### config.mk
export PLATFORM = sky130hd
export DESIGN_NAME = bht_update_unit
export DESIGN_NICKNAME = d
export VERILOG_FILES = /design/src/rtl/bht_update_unit.sv
export SDC_FILE = /design/constraint.sdc
export NUM_CORES = 1
export LEC_CHECK = 0
export CAP_MARGIN = 30
export CORE_UTILIZATION = 50
export DETAILED_ROUTE_END_ITERATION = 8
export DONT_BUFFER_PORTS = 1
export GPL_ROUTABILITY_DRIVEN = 0
export PLACE_DENSITY_LB_ADDON = 0.05
export SLEW_MARGIN = 20
export SYNTH_ARGS = -nofsm -noshare
export SYNTH_HDL_FRONTEND = slang
export SYNTH_SLANG_ARGS = --single-unit
export TNS_END_PERCENT = 20
### constraint.sdc
create_clock -name clk -period 2.2 [get_ports clk]
set_input_delay 0.22 -clock clk [delete_from_list [all_inputs] [get_ports clk]]
set_output_delay 0.22 -clock clk [all_outputs]
set_load 0.005 [all_outputs]
### src/rtl/bht_update_unit.sv
// Branch-history-table updater: buffers resolved-branch events in a small FIFO and
// performs a read-modify-write of the 2-bit saturating counter for each one.
module bht_update_unit #(
    parameter int ADDRLEN    = 10,
    parameter int DATALEN    = 2,
    parameter int FIFO_DEPTH = 4
) (
    input  logic               clk,
    input  logic               rst,
    input  logic               upd_valid,
    output logic               upd_ready,
    input  logic [ADDRLEN-1:0] upd_idx,
    input  logic               upd_taken,
    input  logic               flush,
    output logic               rd_en,
    output logic [ADDRLEN-1:0] rd_addr,
    input  logic [DATALEN-1:0] rd_data,
    output logic               wr_en,
    output logic [ADDRLEN-1:0] wr_addr,
    output logic [DATALEN-1:0] wr_data,
    output logic               busy,
    output logic [15:0]        upd_cnt
);

    localparam int PTRW = (FIFO_DEPTH > 1) ? $clog2(FIFO_DEPTH) : 1;
    localparam int CNTW = $clog2(FIFO_DEPTH + 1);
    localparam logic [PTRW-1:0]    PTR_ONE  = PTRW'(1);
    localparam logic [PTRW-1:0]    PTR_LAST = PTRW'(FIFO_DEPTH - 1);
    localparam logic [CNTW-1:0]    CNT_ONE  = CNTW'(1);
    localparam logic [CNTW-1:0]    CNT_FULL = CNTW'(FIFO_DEPTH);
    localparam logic [DATALEN-1:0] DATA_ONE = DATALEN'(1);

    typedef enum logic [1:0] {IDLE, READ, WRITE} state_t;

    logic [ADDRLEN:0]   mem_q [FIFO_DEPTH];
    logic [PTRW-1:0]    wr_ptr_q, wr_ptr_d;
    logic [PTRW-1:0]    rd_ptr_q, rd_ptr_d;
    logic [CNTW-1:0]    count_q, count_d;
    state_t             state_q;
    logic               rd_en_q, wr_en_q;
    logic [ADDRLEN-1:0] rd_addr_q, wr_addr_q;
    logic [DATALEN-1:0] wr_data_q;
    logic [15:0]        upd_cnt_q;

    logic               fifo_empty, fifo_full, push, pop;
    logic [ADDRLEN-1:0] head_idx;
    logic               head_taken;

    function automatic logic [DATALEN-1:0] nextCounter(input logic [DATALEN-1:0] ctr,
                                                       input logic taken);
        logic [DATALEN-1:0] res;
        res = ctr;
        if (taken && (ctr != '1))
            res = ctr + DATA_ONE;
        else if (!taken && (ctr != '0))
            res = ctr - DATA_ONE;
        return res;
    endfunction

    function automatic logic [PTRW-1:0] advance(input logic [PTRW-1:0] ptr);
        return (ptr == PTR_LAST) ? '0 : ptr + PTR_ONE;
    endfunction

    assign fifo_empty = (count_q == '0);
    assign fifo_full  = (count_q == CNT_FULL);
    assign head_idx   = mem_q[rd_ptr_q][ADDRLEN:1];
    assign head_taken = mem_q[rd_ptr_q][0];
    // flush wins over a simultaneous push and cancels the pop of an interrupted READ
    assign push       = upd_valid && !fifo_full && !flush;
    assign pop        = (state_q == READ) && !flush;

    always_comb begin
        wr_ptr_d = push ? advance(wr_ptr_q) : wr_ptr_q;
        rd_ptr_d = pop  ? advance(rd_ptr_q) : rd_ptr_q;
        count_d  = count_q;
        if (push && !pop)
            count_d = count_q + CNT_ONE;
        else if (!push && pop)
            count_d = count_q - CNT_ONE;
    end

    always_ff @(posedge clk) begin
        if (push)
            mem_q[wr_ptr_q] <= {upd_idx, upd_taken};
    end

    always_ff @(posedge clk or posedge rst) begin
        if (rst) begin
            wr_ptr_q <= '0;
            rd_ptr_q <= '0;
            count_q  <= '0;
        end else if (flush) begin
            wr_ptr_q <= '0;
            rd_ptr_q <= '0;
            count_q  <= '0;
        end else begin
            wr_ptr_q <= wr_ptr_d;
            rd_ptr_q <= rd_ptr_d;
            count_q  <= count_d;
        end
    end

    // Port strobes are registered on entry to READ/WRITE so they are glitch-free
    always_ff @(posedge clk or posedge rst) begin
        if (rst) begin
            state_q   <= IDLE;
            rd_en_q   <= 1'b0;
            rd_addr_q <= '0;
            wr_en_q   <= 1'b0;
            wr_addr_q <= '0;
            wr_data_q <= '0;
            upd_cnt_q <= '0;
        end else begin
            if ((state_q == WRITE) && (upd_cnt_q != 16'hFFFF))
                upd_cnt_q <= upd_cnt_q + 16'd1;
            rd_en_q   <= 1'b0;
            rd_addr_q <= '0;
            wr_en_q   <= 1'b0;
            if (flush) begin
                state_q <= IDLE;
            end else begin
                case (state_q)
                    IDLE: begin
                        if (!fifo_empty) begin
                            state_q   <= READ;
                            rd_en_q   <= 1'b1;
                            rd_addr_q <= head_idx;
                        end
                    end
                    READ: begin
                        state_q   <= WRITE;
                        wr_en_q   <= 1'b1;
                        wr_addr_q <= rd_addr_q;
                        wr_data_q <= nextCounter(rd_data, head_taken);
                    end
                    WRITE: begin
                        if (!fifo_empty) begin
                            state_q   <= READ;
                            rd_en_q   <= 1'b1;
                            rd_addr_q <= head_idx;
                        end else begin
                            state_q <= IDLE;
                        end
                    end
                    default: state_q <= IDLE;
                endcase
            end
        end
    end

    assign upd_ready = !fifo_full;
    assign rd_en     = rd_en_q;
    assign rd_addr   = rd_addr_q;
    assign wr_en     = wr_en_q;
    assign wr_addr   = wr_addr_q;
    assign wr_data   = wr_data_q;
    assign busy      = !fifo_empty || (state_q != IDLE);
    assign upd_cnt   = upd_cnt_q;

endmodule

==> qor.csv <==
stage;metric;value;unit
synth;synth_cell_type_count;48;
synth;synth_edf_count;44;
detailed_routing;dr.pass1.iters;4;
pwr;vdd_drop_max;0.526;mV
synth;synth_area_leaders;edfxtp_1 (34%), dfrtp_1 (31%), mux4_2 (5.7%);
synth;yosysTopAreaCell;edfxtp_1;
grt;grt_overflow_total;0;
detailed_routing;drt-vias-per-instance;5.43;
critical_path;worstSetupEndpointType;flip-flop;
synth;syn_avg_cell_area;15.1;µm²
sta;tightest_slew;563;ps
die;core;7410;µm²
sta;finalSetupTns;0;ps
finish;fin_nets;317;
critical_path;worstPathRequired;2450;ps
critical_path;crit_path_start_kind;flip-flop;
synth;synth_common_cells;dfrtp_1 (49), edfxtp_1 (44), and2_1 (14), nand2_1 (14), mux2_2 (12);
min_path;holdPathStages;3;
sta;finalSetupViolations;0;
critical_path;cp_slowest_cell;dfrtp_1;
die;pin_count;59;
grt;grt_pass1_wl;11200;µm
grt;antenna_found_initial;0;
synth;ys_ff_latch;93;
sta;maxSlewViolCount;0;
sta;hold_viol;0;
die;rows;31;
synth;synth-simple-area-share;0.128;
synth;synth_xor_xnor_area_share;0.0335;
clocking;numCtsBuffers;9;
min_path;hold_path_class;in -> reg;
detailed_routing;routed_wl;6600;µm
placement;placed_area;4110;µm²
synth;yosysMostFrequentCell;dfrtp_1;
sta;max_freq;506;MHz
critical_path;cp_max_fo;8;
die;initial_core_util;0.530;
finish;fill_cells;600;
synth;ys_warn_count;0;
critical_path;crit_arrival;2220;ps
critical_path;path_class;reg -> reg;
clocking;cts_max_path_buffers;2;
synth;synthFlopType;dfrtp_1;
synth;synth_compound_area_frac;0.0383;
detailed_routing;drcViolationCount;0;
grt;track_usage;0.179;
clocking;cts.sinks;93;
pwr;power_density;1010;nW/µm²
critical_path;rr_worst_depth;6;
finish;syn_to_final_growth;15.0;%
grt;grt_pass1_vias;2243;
detailed_routing;drt_iter0_drc;55;
synth;seq_area_frac_synth;0.649;
clocking;cts_setup_buffers;0;
pwr;cellLeakagePower;1.82;nW
clocking;root_buffer;clkbuf_8;
finish;diodes;0;
sta;rsz0062_at_grt;false;
clocking;cts_max_level;3;
die;die-width;90.6;µm
critical_path;crit_path_max_incr_delay;450;ps
clocking;postCtsHoldBufs;15;
detailed_routing;vias;2152;
clocking;worstSkewPairLatency;360;ps
critical_path;path_depth;6;
run;drv_cap;0;
die;die_y;90.6;µm
synth;syn_inst;260;
critical_path;cp_top_family;simple AND/OR/NAND/NOR gates;
synth;synth_mux_area_frac;0.105;
clocking;cts_resized;0;
finish;finalInstanceArea;4510;µm²
synth;synth_top_family_by_area;simple AND/OR/NAND/NOR gates;
synth;syn-num-nets;285;
synth;synthArstFlopShare;0.527;
clocking;clk_pin_slew_worst_paths;90;ps
sta;skew;7.52;ps
sta;period_needed;1980;ps
detailed_routing;wl_per_cell;16.7;µm
sta;period_share;0.898;
run_status;outcome;finished clean;
synth;synth_fa_ha_area_frac;0.0274;
sta;slew_headroom;0.615;
placement;hpwl;4420;µm
sta;hold_slack;126;ps
critical_path;worst-path-buf-inv;1;
finish;final_layout_size_suffix_gt1_frac;0.222;
synth;synth_area;3930;µm²
die;die-area;8210;µm²
grt;grt_max_degree;27;
detailed_routing;postRouteAntennaNets;0;
clocking;cts_tree;built;
critical_path;path_cells;ha_1 -> nand4_2 -> nor3_2 -> buf_4 -> a21oi_2 -> mux2_1;
placement;place.port_buffers;0;
synth;synth_top_area_share;0.337;
area by class of cell:
cell class              count  area (µm²)  share of cell area
well taps                  99         124              0.0274
inverters                  10        37.5             0.00831
multi-input cells         150        1310               0.289
clock inverters             5         108              0.0238
clock buffers              11         131              0.0291
flip-flops and latches     93        2550               0.564
repair buffers             28         260              0.0576
sequential cells by signal, summed over array words and instances (netlist names), 2 cells and up:
| signal | cells |
|---|---|
| wr_addr | 10 |
| rd_ptr_q | 2 |
| count_q | 3 |
| wr_ptr_q | 2 |
| mem_q | 44 |
| wr_data | 2 |
| rd_addr | 10 |
| upd_cnt | 16 |
| state_q | 2 |
cell usage in the layout (no fill, tap or decap), types with 2 or more instances in the layout:
cell type	instances
and2_1	14
xor2_1	10
or3_1	2
buf_4	10
nor4b_2	2
clkbuf_8	9
nor3_1	8
nor2_2	2
a2111oi_0	2
nand4_1	3
clkbuf_1	2
edfxtp_1	44
inv_6	2
xnor2_1	5
mux2_2	12
o21a_1	2
nor2_1	10
dlygate4sd3_1	16
mux4_2	10
inv_1	9
bufinv_16	3
o21ai_0	2
nor3b_2	2
nand3b_1	2
dfrtp_1	49
a21oi_1	11
nand2_1	14
nand4_2	2
nor2b_1	2
a21oi_2	2
ha_1	7
nand3_1	6
per-stage QoR:
stage                     utilization  setup WS (ps)  power [mW]  std cells
after floorplan                     -            276        2.99        260
after global placement          0.555            281        3.21        363
after detailed placement        0.555            234        3.23        363
after CTS                       0.607            222        4.61        394
after global routing            0.609           46.1        4.82        396
final                           0.609            224        4.57        396
power by group:
group	internal, mW	switching (mW)
registers	2.10	0.244
clock network	0.764	0.587
logic	0.461	0.417
total	3.32	1.25
worst paths after layout:
| kind | startpoint | endpoint | slack [ps] |
|---|---|---|---|
| setup reg to reg | upd_cnt[0]$_DFFE_PP0P_ | upd_cnt[1]$_DFFE_PP0P_ | 220 |
| min in group asynchronous | rst | wr_addr[5]$_DFFE_PP0P_ | 360 |
| setup / recovery | upd_cnt[0]$_DFFE_PP0P_ | upd_cnt[1]$_DFFE_PP0P_ | 220 |
| hold / removal | upd_valid | wr_ptr_q[1]$_DFFE_PP0P_ | 130 |
| max in group asynchronous | rst | rd_addr[9]$_DFF_PP0_ | 1320 |
| hold reg to reg | rd_addr[6]$_DFF_PP0_ | wr_addr[6]$_DFFE_PP0P_ | 540 |
metal layers:
metal,part of all wire,track usage,vias up,routed length [µm]
li1,-,-,1016,-
met4,0.016,0.0726,0,105
met2,0.44,0.265,56,2910
met5,0,0,-,0
met3,0.054,0.0581,10,358
met1,0.49,0.244,1070,3220
tightest hold or removal path, stage by stage:
cell and delay, ps:
nand2_1 80, nand2_1 90, a21oi_1 60
cell families after synthesis:
| group | count (synthesis) |
|---|---|
| flip-flops | 93 |
| AND/OR/NAND/NOR | 79 |
| multiplexers | 25 |
| AO/OA/AOI/OAI | 23 |
| buffers and inverters | 17 |
| XOR/XNOR | 15 |
| adder cells (fa/ha/maj) | 8 |
(Power assumes the default switching activity.)
==> RTL change (same flow settings) <==
The 3 states of `state_t` get a one-hot encoding in 3 bits.
--- a/src/rtl/bht_update_unit.sv
+++ b/src/rtl/bht_update_unit.sv
@@ -30,7 +30,7 @@
     localparam logic [CNTW-1:0]    CNT_FULL = CNTW'(FIFO_DEPTH);
     localparam logic [DATALEN-1:0] DATA_ONE = DATALEN'(1);
 
-    typedef enum logic [1:0] {IDLE, READ, WRITE} state_t;
+    typedef enum logic [2:0] {IDLE = 3'b001, READ = 3'b010, WRITE = 3'b100} state_t;
 
     logic [ADDRLEN:0]   mem_q [FIFO_DEPTH];
     logic [PTRW-1:0]    wr_ptr_q, wr_ptr_d;
Function: same outputs for any inputs over 10 cycles, from zero or initial values and one cycle with rst high; not proved beyond that.
==> RTL change against the unedited design <==
- wire length increased by 2.2%
- final area decreased by 0.67%
- hold slack got worse by 0.031 ns
- combinational power decreased by 49%
- utilization decreased by 0.087 points
- sequential share of layout area increased by 0.96 points
- setup slack got worse by 0.13 ns
- die area decreased by 1.2%
- sequential cell count increased by 1
- synthesized area decreased by 1.2%
- highest routed layer unchanged
- total power decreased by 15%
- sequential power decreased by 8.5%
==> RTL change: results (changes against the unedited design) <==
Power and ir drop
  • Final Total Pwr: 3.88 mW (was 4.57 mW)
  • Pleak: 1.83 nW (was 1.82 nW)
  • Max VDD drop: 0.433 mV (was 0.526 mV)
  • Combinational logic power: 0.450 mW (was 0.878 mW)

Cells and area
  • Clock Network Area Fraction: 5.11% (was 5.29%)
  • Multi-input combinational area share: 28.1% (was 28.9%)
  • Data buffer area share: 5.86% (was 5.76%)
  • Final net count: 315 (was 317)
  • Multi-input logic cell count: 146 (was 150)
  • Logic inverters: 9 (was 10)
  • Final core occ: 60.8% (was 60.9%)

Global routing
  • Met3 GRT Util: 5.25% (was 5.81%)
  • Met1 Use GR: 23.3% (was 24.4%)
  • Global-route wire length before repair: 11400 microns (was 11200 microns)

Synth
  • Syn_area_per_cell: 15.2 sq um (was 15.1 sq um)
  • Synth cell count leaders: dfrtp_1, edfxtp_1, and2_1, mux2_2 (was dfrtp_1, edfxtp_1, and2_1, nand2_1, mux2_2)
  • Ranking of synthesized cells by area: edfxtp_1, dfrtp_1, mux4_2 (unchanged)
  • Distinct cells, synth: 39 (was 48)
  • Adder-cell share of the synthesized area: 2.78% (was 2.74%)
  • FFs w/ async S/R, synth: 53.2% (was 52.7%)
  • Synth Area in Compound Gates: 3.03% (was 3.83%)
  • Xor-xnor portion of the synthesized cell area: 3.39% (was 3.35%)

Critical path
  • Critical Path Fanout Max: 6 (was 8)
  • Worst EP arrival: 2.33 ns (was 2.22 ns)
  • Worst r2r src: state_q[0]$_DFFE_PP1P_ (was upd_cnt[0]$_DFFE_PP0P_)
  • Reg-to-reg critical path endpoint: count_q[2]$_DFFE_PP0P_ (was upd_cnt[1]$_DFFE_PP0P_)
  • Slowest-stage cell, CP: or3b_4 (was dfrtp_1)

Outcome
  • Status: complete, no violations (unchanged)

Drt
  • WL met3: 293 microns (was 358 microns)
  • Final WL: 6740 microns (was 6600 microns)
  • Met2 wire length: 3290 microns (was 2910 microns)

Min path
  • Worst Hold Path EP: wr_ptr_q[0]$_DFFE_PP0P_ (was wr_ptr_q[1]$_DFFE_PP0P_)

Placed design
  • Hpwl dp: 4590 microns (was 4420 microns)
==> RTL change: worst max-delay path, delay by kind of cell (launching register included) <==
kind                     cells  cell delay (ns)
AND/OR/NAND/NOR              5             1.04
AO/OA/AOI/OAI                1             0.10
flip-flops                   1             0.41
adder cells (fa/ha/maj)      1             0.43
==> RTL change: worst max path at each step <==
stage	start	cells past startpoint	end	slack, ns
final	state_q[0]$_DFFE_PP1P_	7	count_q[2]$_DFFE_PP0P_	0.1
after global routing	state_q[0]$_DFFE_PP1P_	7	count_q[2]$_DFFE_PP0P_	0.004
after CTS	count_q[0]$_DFFE_PP0P_	8	count_q[2]$_DFFE_PP0P_	0.06
after detailed placement	count_q[0]$_DFFE_PP0P_	8	count_q[2]$_DFFE_PP0P_	0.09
after global placement	count_q[0]$_DFFE_PP0P_	8	count_q[2]$_DFFE_PP0P_	0.20
after floorplan	state_q[2]$_DFFE_PP0P_	8	count_q[2]$_DFFE_PP0P_	0.008
